==> config.mk <==
export PLATFORM = sky130hd
export DESIGN_NAME = uart_recv_os_flat
export DESIGN_NICKNAME = d
export VERILOG_FILES = /design/src/rtl/uart_recv_os_if.sv /design/src/rtl/uart_recv_os.sv /design/src/flat_wrapper.sv
export SDC_FILE = /design/constraint.sdc
export NUM_CORES = 1
export LEC_CHECK = 0
export CORE_ASPECT_RATIO = 0.8
export CORE_UTILIZATION = 63
export CTS_BUF_LIST = sky130_fd_sc_hd__clkbuf_8
export DETAILED_ROUTE_END_ITERATION = 16
export GPL_ROUTABILITY_DRIVEN = 0
export PLACE_DENSITY = 0.87
export SYNTH_ARGS = -nofsm -noshare
export SYNTH_HDL_FRONTEND = slang
export SYNTH_SLANG_ARGS = --single-unit
==> constraint.sdc <==
create_clock -name clk -period 2.8 [get_ports clk]
set_clock_uncertainty 0.1 [all_clocks]
set_input_delay 0.7 -clock clk [delete_from_list [all_inputs] [get_ports clk]]
set_output_delay 0.7 -clock clk [all_outputs]
set_load 0.02 [all_outputs]
==> src/rtl/uart_recv_os_if.sv <==
// Receive-side bundle for uart_recv_os: serial line in, FIFO pop port and status out.
// master = receiver, slave = consumer/line driver.
interface uart_recv_os_if;
   logic       rx;
   logic [7:0] d;
   logic       valid;
   logic       ack;
   logic       frame_err;
   logic       overrun;
   logic       busy;

   modport master (input rx, ack, output d, valid, frame_err, overrun, busy);
   modport slave  (output rx, ack, input d, valid, frame_err, overrun, busy);
endinterface

==> src/rtl/uart_recv_os.sv <==
// 8N1 UART receiver with 3-sample majority vote around mid-bit and a
// first-word-fall-through receive FIFO with valid/ack pop.
//
// state | meaning
// IDLE  | waiting for a high-to-low edge on the synchronised line
// START | timing the start bit; a high majority vote rejects it as a false start
// DATA  | shifting in 8 data bits, LSB first
// STOP  | sampling the stop bit; leaves at mid-bit to push, drop or flag the byte
module uart_recv_os #(
   parameter int DIVIDER    = 868,
   parameter int FIFO_DEPTH = 8
) (
   input  logic           clk,
   input  logic           rst,
   uart_recv_os_if.master bus
);
   localparam int HALF = DIVIDER / 2;
   localparam int CW   = $clog2(DIVIDER);
   localparam int AW   = $clog2(FIFO_DEPTH);

   localparam logic [CW-1:0] C_HALF_M1 = CW'(HALF - 1);
   localparam logic [CW-1:0] C_HALF    = CW'(HALF);
   localparam logic [CW-1:0] C_HALF_P1 = CW'(HALF + 1);
   localparam logic [CW-1:0] C_LAST    = CW'(DIVIDER - 1);
   localparam logic [CW-1:0] C_ONE     = CW'(1);
   localparam logic [AW-1:0] P_ONE     = AW'(1);
   localparam logic [AW:0]   N_ONE     = (AW+1)'(1);
   localparam logic [AW:0]   N_DEPTH   = (AW+1)'(FIFO_DEPTH);

   if (DIVIDER < 8) begin : g_bad_divider
      $error("uart_recv_os: DIVIDER must be >= 8");
   end
   if (FIFO_DEPTH < 2 || (FIFO_DEPTH & (FIFO_DEPTH - 1)) != 0) begin : g_bad_depth
      $error("uart_recv_os: FIFO_DEPTH must be a power of two >= 2");
   end

   typedef enum logic [1:0] {IDLE, START, DATA, STOP} state_t;

   state_t          r_state, w_state_nxt;
   logic            r_rx_m, r_rx_s, r_rx_p;
   logic [CW-1:0]   r_cnt;
   logic            r_s0, r_s1;
   logic [2:0]      r_idx;
   logic [7:0]      r_shreg;
   logic [7:0]      r_mem [FIFO_DEPTH];
   logic [AW-1:0]   r_wr, r_rd;
   logic [AW:0]     r_count;
   logic            r_ferr, r_ovr;

   logic w_maj, w_dec, w_wrap, w_valid, w_full, w_pop, w_push, w_ferr_nxt, w_ovr_nxt;

   assign w_maj   = (r_s0 & r_s1) | (r_s0 & r_rx_s) | (r_s1 & r_rx_s);
   assign w_dec   = (r_cnt == C_HALF_P1);
   assign w_wrap  = (r_cnt == C_LAST);
   assign w_valid = (r_count != '0);
   assign w_full  = (r_count == N_DEPTH);
   assign w_pop   = bus.ack & w_valid;

   always_ff @(posedge clk or posedge rst) begin
      if (rst) r_state <= IDLE;
      else     r_state <= w_state_nxt;
   end

   always_comb begin
      w_state_nxt = r_state;
      w_push      = 1'b0;
      w_ferr_nxt  = 1'b0;
      w_ovr_nxt   = 1'b0;
      case (r_state)
         IDLE:  if (r_rx_p && !r_rx_s) w_state_nxt = START;
         START: begin
            if (w_dec && w_maj)  w_state_nxt = IDLE;
            else if (w_wrap)     w_state_nxt = DATA;
         end
         DATA:  if (w_wrap && r_idx == 3'd7) w_state_nxt = STOP;
         STOP: begin
            if (w_dec) begin
               w_state_nxt = IDLE;
               if (!w_maj)                w_ferr_nxt = 1'b1;
               else if (!w_full || w_pop) w_push     = 1'b1;
               else                       w_ovr_nxt  = 1'b1;
            end
         end
         default: w_state_nxt = IDLE;
      endcase
   end

   always_ff @(posedge clk or posedge rst) begin
      if (rst) begin
         r_rx_m  <= 1'b1;
         r_rx_s  <= 1'b1;
         r_rx_p  <= 1'b1;
         r_cnt   <= '0;
         r_s0    <= 1'b1;
         r_s1    <= 1'b1;
         r_idx   <= '0;
         r_shreg <= '0;
         r_wr    <= '0;
         r_rd    <= '0;
         r_count <= '0;
         r_ferr  <= 1'b0;
         r_ovr   <= 1'b0;
      end else begin
         r_rx_m <= bus.rx;
         r_rx_s <= r_rx_m;
         r_rx_p <= r_rx_s;
         // Holding cnt at 0 in IDLE makes START begin at cnt=0 the cycle after the edge.
         if (r_state == IDLE || w_wrap) r_cnt <= '0;
         else                           r_cnt <= r_cnt + C_ONE;
         if (r_cnt == C_HALF_M1) r_s0 <= r_rx_s;
         if (r_cnt == C_HALF)    r_s1 <= r_rx_s;
         if (r_state == START)                r_idx <= '0;
         else if (r_state == DATA && w_wrap)  r_idx <= r_idx + 3'd1;
         if (r_state == DATA && w_dec) r_shreg[r_idx] <= w_maj;
         if (w_push) r_wr <= r_wr + P_ONE;
         if (w_pop)  r_rd <= r_rd + P_ONE;
         case ({w_push, w_pop})
            2'b10:   r_count <= r_count + N_ONE;
            2'b01:   r_count <= r_count - N_ONE;
            default: r_count <= r_count;
         endcase
         r_ferr <= w_ferr_nxt;
         r_ovr  <= w_ovr_nxt;
      end
   end

   // Storage needs no reset: only entries behind a valid count are ever visible.
   always_ff @(posedge clk) begin
      if (w_push) r_mem[r_wr] <= r_shreg;
   end

   assign bus.valid     = w_valid;
   assign bus.d         = w_valid ? r_mem[r_rd] : 8'h00;
   assign bus.frame_err = r_ferr;
   assign bus.overrun   = r_ovr;
   assign bus.busy      = (r_state != IDLE);
endmodule

==> src/flat_wrapper.sv <==
// flat-port wrapper written by rule: the top's interface ports become plain ports
module uart_recv_os_flat 
#(
   parameter int DIVIDER    = 868,
   parameter int FIFO_DEPTH = 8
)
  (clk, rst, bus_rx, bus_ack, bus_d, bus_valid, bus_frame_err, bus_overrun, bus_busy);
  uart_recv_os_if bus_i ();
  input  logic clk;
  input  logic rst;
  input wire logic [$bits(bus_i.rx)-1:0] bus_rx;
  input wire logic [$bits(bus_i.ack)-1:0] bus_ack;
  output wire logic [$bits(bus_i.d)-1:0] bus_d;
  output wire logic [$bits(bus_i.valid)-1:0] bus_valid;
  output wire logic [$bits(bus_i.frame_err)-1:0] bus_frame_err;
  output wire logic [$bits(bus_i.overrun)-1:0] bus_overrun;
  output wire logic [$bits(bus_i.busy)-1:0] bus_busy;
  assign bus_i.rx = bus_rx;
  assign bus_i.ack = bus_ack;
  assign bus_d = bus_i.d;
  assign bus_valid = bus_i.valid;
  assign bus_frame_err = bus_i.frame_err;
  assign bus_overrun = bus_i.overrun;
  assign bus_busy = bus_i.busy;
  uart_recv_os #(.DIVIDER(DIVIDER), .FIFO_DEPTH(FIFO_DEPTH)) u_core (.clk(clk), .rst(rst), .bus(bus_i));
endmodule
==> metrics, run 1 <==
status=complete, no violations; slew at the pin with the worst max-slew slack=0.503 ns; number of hold-slack violations in the final timing report=0; worst supply voltage drop on vdd=451 µV; count of yosys warnings during synthesis=0; CP most frequent cell=sky130_fd_sc_hd__buf_4; biggest cell delay along the critical path=0.44 ns; Arrival @ worst endpoint=2.00 ns; proportion of netlist area held by the largest area contributor=42.4%; number of synthesized flops with an enable pin=64; Antenna Violating Nets Remaining=0; clock transition at the registers of the reported paths=0.10 ns; upper clock frequency limit=0.357 GHz; kind of capture point of the worst setup path=output pin; total number of nets in the final design=347; post-placement worst setup slack=-0.0176 ns; clock tree buffer depth=2; clock buffers created by TritonCTS=9; Required @ worst endpoint=2.00 ns; number of sinks handled by clock tree synthesis=104; top library cells by usage in the layout, fill and taps aside=64 x sky130_fd_sc_hd__edfxtp_1, 33 x sky130_fd_sc_hd__dfrtp_1, 28 x sky130_fd_sc_hd__nor2_1; via count of the first global-routing pass=2672; cell area after synthesis=4540 µm²; unrepaired setup endpoints after global routing=true; Relative slew margins=66.4%; average vias per placed instance=6.23; global router's overall resource usage=24.9%; power density over cell area=566 nW/µm²; Rows=27; net count after synthesis=307; post-detailed-routing wire length=8720 µm; largest area contributor in the netlist=sky130_fd_sc_hd__edfxtp_1; sort of element at the start of the critical path=flop; global-route congestion overflow total=0; first-pass GRT wire length=13800 µm; mean area per synthesized cell=15.5 µm²; cells after synthesis=293; maximum net fanout on the critical path=4; Worst Hold Slack=0.266 ns; count of input and output buffers=15; max cap viols=0; proportion of register bits with asynchronous set or reset after synthesis=38.5%; startpoint of the worst register-to-register path=u_core.r_cnt[1]; final setup violation count=0; core area=6930 µm²; most frequent standard cell in the layout excluding fill and tap cells=sky130_fd_sc_hd__edfxtp_1; post-synthesis to final-layout area growth=15.9%; portion of the post-synthesis area used by sequential elements=64.6%; initial detailed-routing violation count=159; launch point of the worst path=u_core.r_rd[0]; CTS root buf=sky130_fd_sc_hd__clkbuf_8; leading register cell type out of synthesis=sky130_fd_sc_hd__edfxtp_1; initial standard-cell utilization of the core=65.5%; DR vias=2647; maximum number of pins on one net before global-route repair=41; setup total negative slack=0 ns; number of top-level pins=16; Remaining DRCs=0; Largest delay share family, worst path=multiplexers; Die W=96.9 µm; type of the setup path with the least slack=flop to output pin; flip-flop and latch count after synthesis=104; die area=7540 µm²; CTS tree=built; leakage power=0.00219 µW; detailed-placement wirelength estimate=5450 µm; CP bufs+invs=3; average wire per standard cell=20.5 µm; post-layout min period=2.80 ns; detailed-routing iteration count for the pre-antenna-repair pass=5; start point of the worst hold path=u_core.r_rx_m; slowest cell on the critical path=sky130_fd_sc_hd__dfrtp_2; type of the worst min-delay path=flop to flop; total inserted antenna cells=0; synth unique cells=47; most area-consuming cells after synthesis=sky130_fd_sc_hd__edfxtp_1 42%, sky130_fd_sc_hd__dfrtp_1 19%, sky130_fd_sc_hd__mux4_2 7.9%; post-route clock period utilization=100%; fill count=387; cell-by-cell listing of the critical path=buf_4, bufbuf_16, mux4_2, mux2i_1, nor2_1, buf_4; layout cells sized above 1=29.0%; clock insertion delay at the later pin of the skew report=0.36 ns; H-tree levels=3; initial antenna violation count=0; fin. max-slew vios=0; Worst Setup Slack, final=0.000645 ns; die outline height=77.9 µm
==> metrics by stage <==
stage	cell area [µm²]	power (µW)	utilization (%)	std cells
CTS	5200	2980	75.1	421
detailed placement	4900	1890	70.8	401
floorplan	4540	1840	-	293
finish	5260	2980	75.9	425
global route	5260	3090	75.9	425
global placement	4900	1880	70.8	401
==> cell type report <==
cell class              instances  area, µm²  area share, %
flip-flops and latches        104       2930           55.8
multi-input cells             168       1530           29.0
repair buffers                 45        428           8.14
clock buffers                   9        124           2.36
clock inverters                 7        119           2.26
well taps                      87        109           2.07
inverters                       5       18.8          0.357
==> timing repair <==
item	4_1_cts	5_1_grt
gates cloned	2	1
buffers inserted	2	3
resized for setup	32	9
hold buffers	0	0
endpoints found under the setup margin	9	6
==> cell usage after synthesis, types with 4 or more instances <==
cell                        n
sky130_fd_sc_hd__edfxtp_1  64
sky130_fd_sc_hd__dfrtp_1   35
sky130_fd_sc_hd__nor2_1    28
sky130_fd_sc_hd__mux4_2    16
sky130_fd_sc_hd__ha_1      10
sky130_fd_sc_hd__mux2_2    10
sky130_fd_sc_hd__xor2_1    10
sky130_fd_sc_hd__nand4_1    9
sky130_fd_sc_hd__mux2i_1    8
sky130_fd_sc_hd__clkbuf_1   7
sky130_fd_sc_hd__nand4b_1   7
sky130_fd_sc_hd__xnor2_1    7
sky130_fd_sc_hd__buf_2      5
sky130_fd_sc_hd__dfstp_2    5
sky130_fd_sc_hd__nand2_1    5
sky130_fd_sc_hd__nand3_1    5
sky130_fd_sc_hd__nor3_1     5
sky130_fd_sc_hd__a21oi_1    4
sky130_fd_sc_hd__and3_1     4
sky130_fd_sc_hd__inv_1      4
sky130_fd_sc_hd__nor2b_1    4
sky130_fd_sc_hd__nor3b_1    4
==> registers in the layout, summed over array words and instances (netlist names), 3 cells and up, named ones only <==
register	cells
u_core.r_wr	3
u_core.r_mem	64
u_core.r_count	4
u_core.r_shreg	8
u_core.r_cnt	10
u_core.r_idx	3
u_core.r_rd	3
==> worst paths after layout <==
check                               endpoint  depth (start not counted)  slack, ns
max                                 bus_d[4]                          6     0.0006
min                            u_core.r_rx_s                          0       0.27
max reg2reg                u_core.r_count[2]                         11       0.15
min reg2reg                    u_core.r_rx_s                          0       0.27
max in group asynchronous      u_core.r_rx_s                          3       1.57
min in group asynchronous  u_core.r_count[2]                          3       0.66
==> power breakdown <==
group | internal [µW] | switching (µW)
Sequential | 1650 | 52.1
Combinational | 89.4 | 90.6
Clock | 594 | 497
==> per-layer routing <==
| metal | track usage, % | up-vias | wire (µm) | share of wire, % |
|---|---|---|---|---|
| met2 | 42.6 | 107 | 4510 | 52 |
| met1 | 30.8 | 1339 | 3590 | 41 |
| met3 | 6.67 | 10 | 501 | 5.7 |
| met4 | 8.66 | 0 | 121 | 1.4 |
| met5 | 0 | - | 0 | 0 |
| li1 | - | 1191 | - | - |
==> kinds of logic (layout without fill, tap and decap cells) <==
group,Yosys count,in the layout,share of synthesized area (%)
flops,104,104,64.6
simple gates,87,87,11.3
mux,37,37,13.0
buf+inv,21,66,2.23
xor+xnor,17,17,3.28
compound gates,16,16,2.65
fa+ha+maj,11,11,2.98
No activity file was read; power rests on OpenSTA's default activity.
==> inputs of run 2 (changes only) <==
Settings changed: CELL_PAD_IN_SITES_DETAIL_PLACEMENT set to 2, CELL_PAD_IN_SITES_GLOBAL_PLACEMENT set to 2, CORE_UTILIZATION 63 to 47, SKIP_CTS_REPAIR_TIMING set to 1.
==> run 2 against run 1 <==
Compared with the run above:
- the flow now finishes with violations (DRC, setup timing)
- global-route usage grew 2.1 points
- first-iteration DRC count grew 13%
- sequential share of layout area grew 0.35 points
- largest cell class unchanged
- clock power decreased by 6%
- die area up 33%
- critical path depth is 1 lower
- combinational power grew 12%
- design area fell by 0.62%
- maximum frequency decreased by 0.63%
- total power decreased by 0.80%
==> metrics, run 2 (synthesis results as in run 1) <==
status=complete, but fails checks (was complete, no violations); failing checks=DRC, setup timing; slew at the pin with the worst max-slew slack=0.537 ns (was 0.503 ns); worst supply voltage drop on vdd=364 µV (was 451 µV); number of hold-slack violations in the final timing report=0 (unchanged); Finished Core Util=56.8% (was 75.9%); die outline height=89.9 µm (was 77.9 µm); clock transition at the registers of the reported paths=0.09 ns (was 0.10 ns); detailed-routing iteration count for the pre-antenna-repair pass=10 (was 5); biggest regs=u_core.r_mem (64), u_core.r_cnt (10), u_core.r_shreg (8) (unchanged); post-detailed-routing wire length=12600 µm (was 8720 µm); kind of capture point of the worst setup path=output pin (unchanged); post-synthesis to final-layout area growth=15.1% (was 15.9%); H-tree levels=3 (unchanged); global-route congestion overflow total=0 (unchanged); Relative slew margins=64.2% (was 66.4%); maximum net fanout on the critical path=7 (was 4); fin. max-slew vios=0 (unchanged); Die W=112 µm (was 96.9 µm); total power draw=2950 µW (was 2980 µW); average wire per standard cell=27.9 µm (was 20.5 µm); clock tree buffer depth=2 (unchanged); post-placement worst setup slack=-0.0802 ns (was -0.0176 ns); initial antenna violation count=0 (unchanged); max cap viols=0 (unchanged); total inserted antenna cells=0 (unchanged); type of the setup path with the least slack=flop to output pin (unchanged); number of sinks handled by clock tree synthesis=104 (unchanged); Largest delay share family, worst path=multiplexers (unchanged); unrepaired setup endpoints after global routing=true (unchanged); slowest cell on the critical path=sky130_fd_sc_hd__mux4_2 (was sky130_fd_sc_hd__dfrtp_2); CTS tree=built (unchanged); biggest cell delay along the critical path=0.55 ns (was 0.44 ns); register with the highest flop count=u_core.r_mem (unchanged); initial detailed-routing violation count=180 (was 159); clock buffers created by TritonCTS=9 (unchanged); maximum number of pins on one net before global-route repair=41 (unchanged); CP bufs+invs=2 (was 3); setup total negative slack=-0.0171 ns (was 0 ns); Remaining DRCs=3 (was 0); Required @ worst endpoint=2.00 ns (about the same); type of the worst min-delay path=flop to flop (unchanged); detailed-placement wirelength estimate=8540 µm (was 5450 µm); cell-by-cell listing of the critical path=buf_12, mux4_2, mux2i_2, nor2_1, clkbuf_2 (was buf_4, bufbuf_16, mux4_2, mux2i_1, nor2_1, buf_4); flip-flop count of the largest register after layout=64 (unchanged); Arrival @ worst endpoint=2.02 ns (was 2.00 ns); via count of the first global-routing pass=3055 (was 2672); first-pass GRT wire length=19300 µm (was 13800 µm); post-route clock period utilization=101% (was 100%); post-layout min period=2.82 ns (was 2.80 ns); count of input and output buffers=15 (unchanged); Worst Hold Slack=0.264 ns (was 0.266 ns); layout cells sized above 1=29.8% (was 29.0%); average vias per placed instance=6.02 (was 6.23); top library cells by usage in the layout, fill and taps aside=64 x sky130_fd_sc_hd__edfxtp_1, 33 x sky130_fd_sc_hd__dfrtp_1, 29 x sky130_fd_sc_hd__buf_4 (was 64 x sky130_fd_sc_hd__edfxtp_1, 33 x sky130_fd_sc_hd__dfrtp_1, 28 x sky130_fd_sc_hd__nor2_1); most frequent standard cell in the layout excluding fill and tap cells=sky130_fd_sc_hd__edfxtp_1 (unchanged); DR vias=2733 (was 2647); Rows=31 (was 27); leakage power=0.00219 µW (about the same); Antenna Violating Nets Remaining=0 (unchanged); number of top-level pins=16 (unchanged); initial standard-cell utilization of the core=49.3% (was 65.5%); Worst Setup Slack, final=-0.0171 ns (was 0.000645 ns); CTS root buf=sky130_fd_sc_hd__clkbuf_8 (unchanged); die area=10000 µm² (was 7540 µm²); power density over cell area=565 nW/µm² (was 566 nW/µm²); global router's overall resource usage=27.0% (was 24.9%); final setup violation count=1 (was 0); clock insertion delay at the later pin of the skew report=0.38 ns (was 0.36 ns); core area=9190 µm² (was 6930 µm²); total number of nets in the final design=348 (was 347); upper clock frequency limit=0.355 GHz (was 0.357 GHz); sort of element at the start of the critical path=flop (unchanged)
==> run 2: changes by cell type in the layout (fill, tap and decap cells not counted), sizes merged <==
cell           before  now
dlymetal6s2s        0    1
clkinvlp            3    1
inv                 6    5
clkbuf             10   18
clkdlybuf4s50       7    6
bufbuf              1    0
clkinv              0    3
bufinv              3    2
buf                36   31
==> run 2: layer usage <==
layer / GRT usage (%) / vias to the layer above / routed length [µm]
met5: 0 / - / 0
met3: 5.19 / 36 / 466
met2: 46.1 / 73 / 6460
met4: 10.6 / 0 / 445
li1: - / 1182 / -
met1: 34.0 / 1442 / 5280
==> run 2: per-stage QoR <==
stage / instance area (µm²) / instances
detailed placement: 4950 / 433
global placement: 4950 / 433
finish: 5220 / 454
global route: 5220 / 454
floorplan: 4540 / 293
CTS: 5170 / 449
==> run 2: final timing paths <==
kind	startpoint	to	cells past startpoint	slack, ns
max	u_core.r_rd[0]	bus_d[5]	5	-0.02
min	u_core.r_rx_m	u_core.r_rx_s	0	0.26
max reg2reg	u_core.r_cnt[4]	u_core.r_count[2]	10	0.06
min reg2reg	u_core.r_rx_m	u_core.r_rx_s	0	0.26
max in group asynchronous	rst	u_core.r_rd[0]	3	1.55
min in group asynchronous	rst	u_core.r_cnt[6]	3	0.65
==> run 2: area by class of cell <==
type / count / area [µm²]
fill: 808 / 3970
sequential: 104 / 2930
multi-input combinational: 168 / 1530
timing repair buffer: 46 / 375
tap: 115 / 144
clock buffer: 10 / 138
clock inverter: 6 / 82.6
inverter: 5 / 18.8
==> run 2: report_power, final <==
part	total (µW)	switching (µW)	leakage, µW	internal (µW)
clock network	1030	510	0.000112	523
logic	202	103	0.000806	98.7
registers	1720	64.0	0.00127	1650
total	2950	677	0.00219	2270
==> inputs of run 3 (changes only) <==
Settings changed: CORE_UTILIZATION 47 to 42, PLACE_DENSITY 0.87 to 0.82.
Clock period 2.8 ns to 2.45 ns, I/O delays scaled along.
==> run 3 against run 2 <==
Compared with the run above:
- the run ends with setup timing left
- design area grew 4.1%
- sequential share of layout area fell by 2.2 points
- total power is 15% higher
- largest power group unchanged
- wire length grew 2.0%
- setup slack worse by 0.33 ns
- sequential power increased by 12%
- highest routed layer unchanged
- critical endpoint is now bus_d[7]
- clock-buffer cell count down 1
- utilization shrank 4.4 points
- non-clock buffer count up 11
- first-iteration DRC count decreased by 12%
- via count up 0.80%
- critical path depth is 1 higher
==> metrics, run 3 (synthesis results as in run 1) <==
status=complete, but fails checks (unchanged); failing checks=setup timing (was DRC, setup timing); power density over cell area=623 nW/µm² (was 565 nW/µm²); slew at the pin with the worst max-slew slack=0.538 ns (was 0.537 ns); CTS tree=built (unchanged); biggest regs=u_core.r_mem (64), u_core.r_cnt (10), u_core.r_shreg (8) (unchanged); initial detailed-routing violation count=158 (was 180); type of the setup path with the least slack=flop to output pin (unchanged); upper clock frequency limit=0.357 GHz; detailed-routing iteration count for the pre-antenna-repair pass=4 (was 10); Worst Setup Slack, final=-0.349 ns (was -0.0171 ns); Rows=33 (was 31); number of standard cells in the layout, taps in and fillers out=490 (was 454); maximum net fanout on the critical path=4 (was 7); Worst Hold Slack=0.262 ns (was 0.264 ns); number of hold-slack violations in the final timing report=0 (unchanged); post-placement worst setup slack=-0.271 ns (was -0.0802 ns); sort of element at the start of the critical path=flop (unchanged); Arrival @ worst endpoint=2.09 ns (was 2.02 ns); clock buffers created by TritonCTS=9 (unchanged); maximum number of pins on one net before global-route repair=41 (unchanged); number of top-level pins=16 (unchanged); average vias per placed instance=5.62 (was 6.02); number of sinks handled by clock tree synthesis=104 (unchanged); clock transition at the registers of the reported paths=0.11 ns (was 0.09 ns); worst supply voltage drop on vdd=324 µV (was 364 µV); initial standard-cell utilization of the core=43.8% (was 49.3%); total placed cells including tap cells=467 (was 433); average wire per standard cell=26.3 µm (was 27.9 µm); max cap viols=0 (unchanged); unrepaired setup endpoints after global routing=true (unchanged); total number of nets in the final design=359 (was 348); global router's overall resource usage=21.9% (was 27.0%); total inserted antenna cells=0 (unchanged); H-tree levels=3 (unchanged); clock tree buffer depth=2 (unchanged); Antenna Violating Nets Remaining=0 (unchanged); Die W=118 µm (was 112 µm); register with the highest flop count=u_core.r_mem (unchanged); Relative slew margins=64.2% (about the same); leakage power=0.00225 µW (was 0.00219 µW); die area=11200 µm² (was 10000 µm²); top library cells by usage in the layout, fill and taps aside=64 x sky130_fd_sc_hd__edfxtp_1, 37 x sky130_fd_sc_hd__buf_4, 34 x sky130_fd_sc_hd__dfrtp_1 (was 64 x sky130_fd_sc_hd__edfxtp_1, 33 x sky130_fd_sc_hd__dfrtp_1, 29 x sky130_fd_sc_hd__buf_4); Required @ worst endpoint=1.74 ns (was 2.00 ns); post-synthesis to final-layout area growth=19.8% (was 15.1%); fill count=936 (was 808); CTS root buf=sky130_fd_sc_hd__clkbuf_8 (unchanged); global-route congestion overflow total=0 (unchanged); clock insertion delay at the later pin of the skew report=0.39 ns (was 0.38 ns); core area=10400 µm² (was 9190 µm²); most frequent standard cell in the layout excluding fill and tap cells=sky130_fd_sc_hd__edfxtp_1 (unchanged); count of input and output buffers=15 (unchanged); post-route clock period utilization=114%; layout cells sized above 1=33.4% (was 29.8%); flip-flop count of the largest register after layout=64 (unchanged); detailed-placement wirelength estimate=8030 µm (was 8540 µm); post-layout min period=2.80 ns; die outline height=94.9 µm (was 89.9 µm); initial antenna violation count=0 (unchanged); via count of the first global-routing pass=3080 (was 3055); final setup violation count=9 (was 1); Remaining DRCs=0 (was 3); kind of capture point of the worst setup path=output pin (unchanged); DR vias=2755 (was 2733); post-detailed-routing wire length=12900 µm (was 12600 µm); first-pass GRT wire length=17600 µm (was 19300 µm); type of the worst min-delay path=flop to flop (unchanged); fin. max-slew vios=0 (unchanged)
==> run 3: cell types whose count changed in the layout (fill, tap and decap cells not counted), moves of 3 or more <==
cell                       delta
sky130_fd_sc_hd__clkinv_2     -3
sky130_fd_sc_hd__buf_4        +8
sky130_fd_sc_hd__ha_1         -4
sky130_fd_sc_hd__buf_12       +3
sky130_fd_sc_hd__buf_2        +4
sky130_fd_sc_hd__clkbuf_2     -5
==> run 3: worst paths after layout <==
check | startpoint | endpoint | slack, ns | cells past startpoint
max | u_core.r_rd[0] | bus_d[7] | -0.35 | 6
min | u_core.r_rx_m | u_core.r_rx_s | 0.26 | 0
max reg2reg | u_core.r_cnt[0] | u_core.r_count[2] | -0.05 | 11
min reg2reg | u_core.r_rx_m | u_core.r_rx_s | 0.26 | 0
max in group asynchronous | rst | u_core.r_rx_s | 1.23 | 3
min in group asynchronous | rst | u_core.r_count[3] | 0.61 | 3
==> run 3: power by group <==
part | switching (µW) | internal (µW) | total [µW]
Sequential | 36.5 | 1890 | 1930
Combinational | 169 | 157 | 326
Clock | 651 | 484 | 1130
==> run 3: layer usage <==
| layer | track usage, % | part of all wire (%) | wire length [µm] |
|---|---|---|---|
| met1 | 25.8 | 42 | 5370 |
| met2 | 40.0 | 53 | 6780 |
| met3 | 4.65 | 3.3 | 431 |
| met4 | 7.48 | 2.5 | 317 |
| met5 | 0 | 0 | 0 |
==> run 3: cell type report <==
class	instances	area (µm²)	share of cell area [%]
Timing Repair Buffer	57	504	9.28
Multi-Input combinational cell	168	1610	29.5
Clock inverter	7	77.6	1.43
Inverter	5	18.8	0.345
Clock buffer	9	124	2.28
Sequential cell	104	2930	53.9
Tap cell	140	175	3.22
==> run 3: worst max-delay path, cell delays in order (launching register included) <==
cell                        delay, ns
sky130_fd_sc_hd__dfrtp_1         0.42
sky130_fd_sc_hd__buf_6           0.15
sky130_fd_sc_hd__clkbuf_16       0.14
sky130_fd_sc_hd__mux4_2          0.53
sky130_fd_sc_hd__mux2i_1         0.21
sky130_fd_sc_hd__nor2_1          0.09
sky130_fd_sc_hd__buf_4           0.16
==> run 3: per-stage QoR <==
stage / instance area [µm²] / power, µW / setup TNS [ns] / utilization, %
after floorplan: 4570 / 2110 / -0.0404 / -
after CTS: 5310 / 3350 / -5.42 / 51.3
final: 5440 / 3390 / -2.29 / 52.4
after global placement: 5110 / 2220 / -0.853 / 49.3
after detailed placement: 5110 / 2260 / -3.24 / 49.3
after global routing: 5440 / 3500 / -3.77 / 52.4
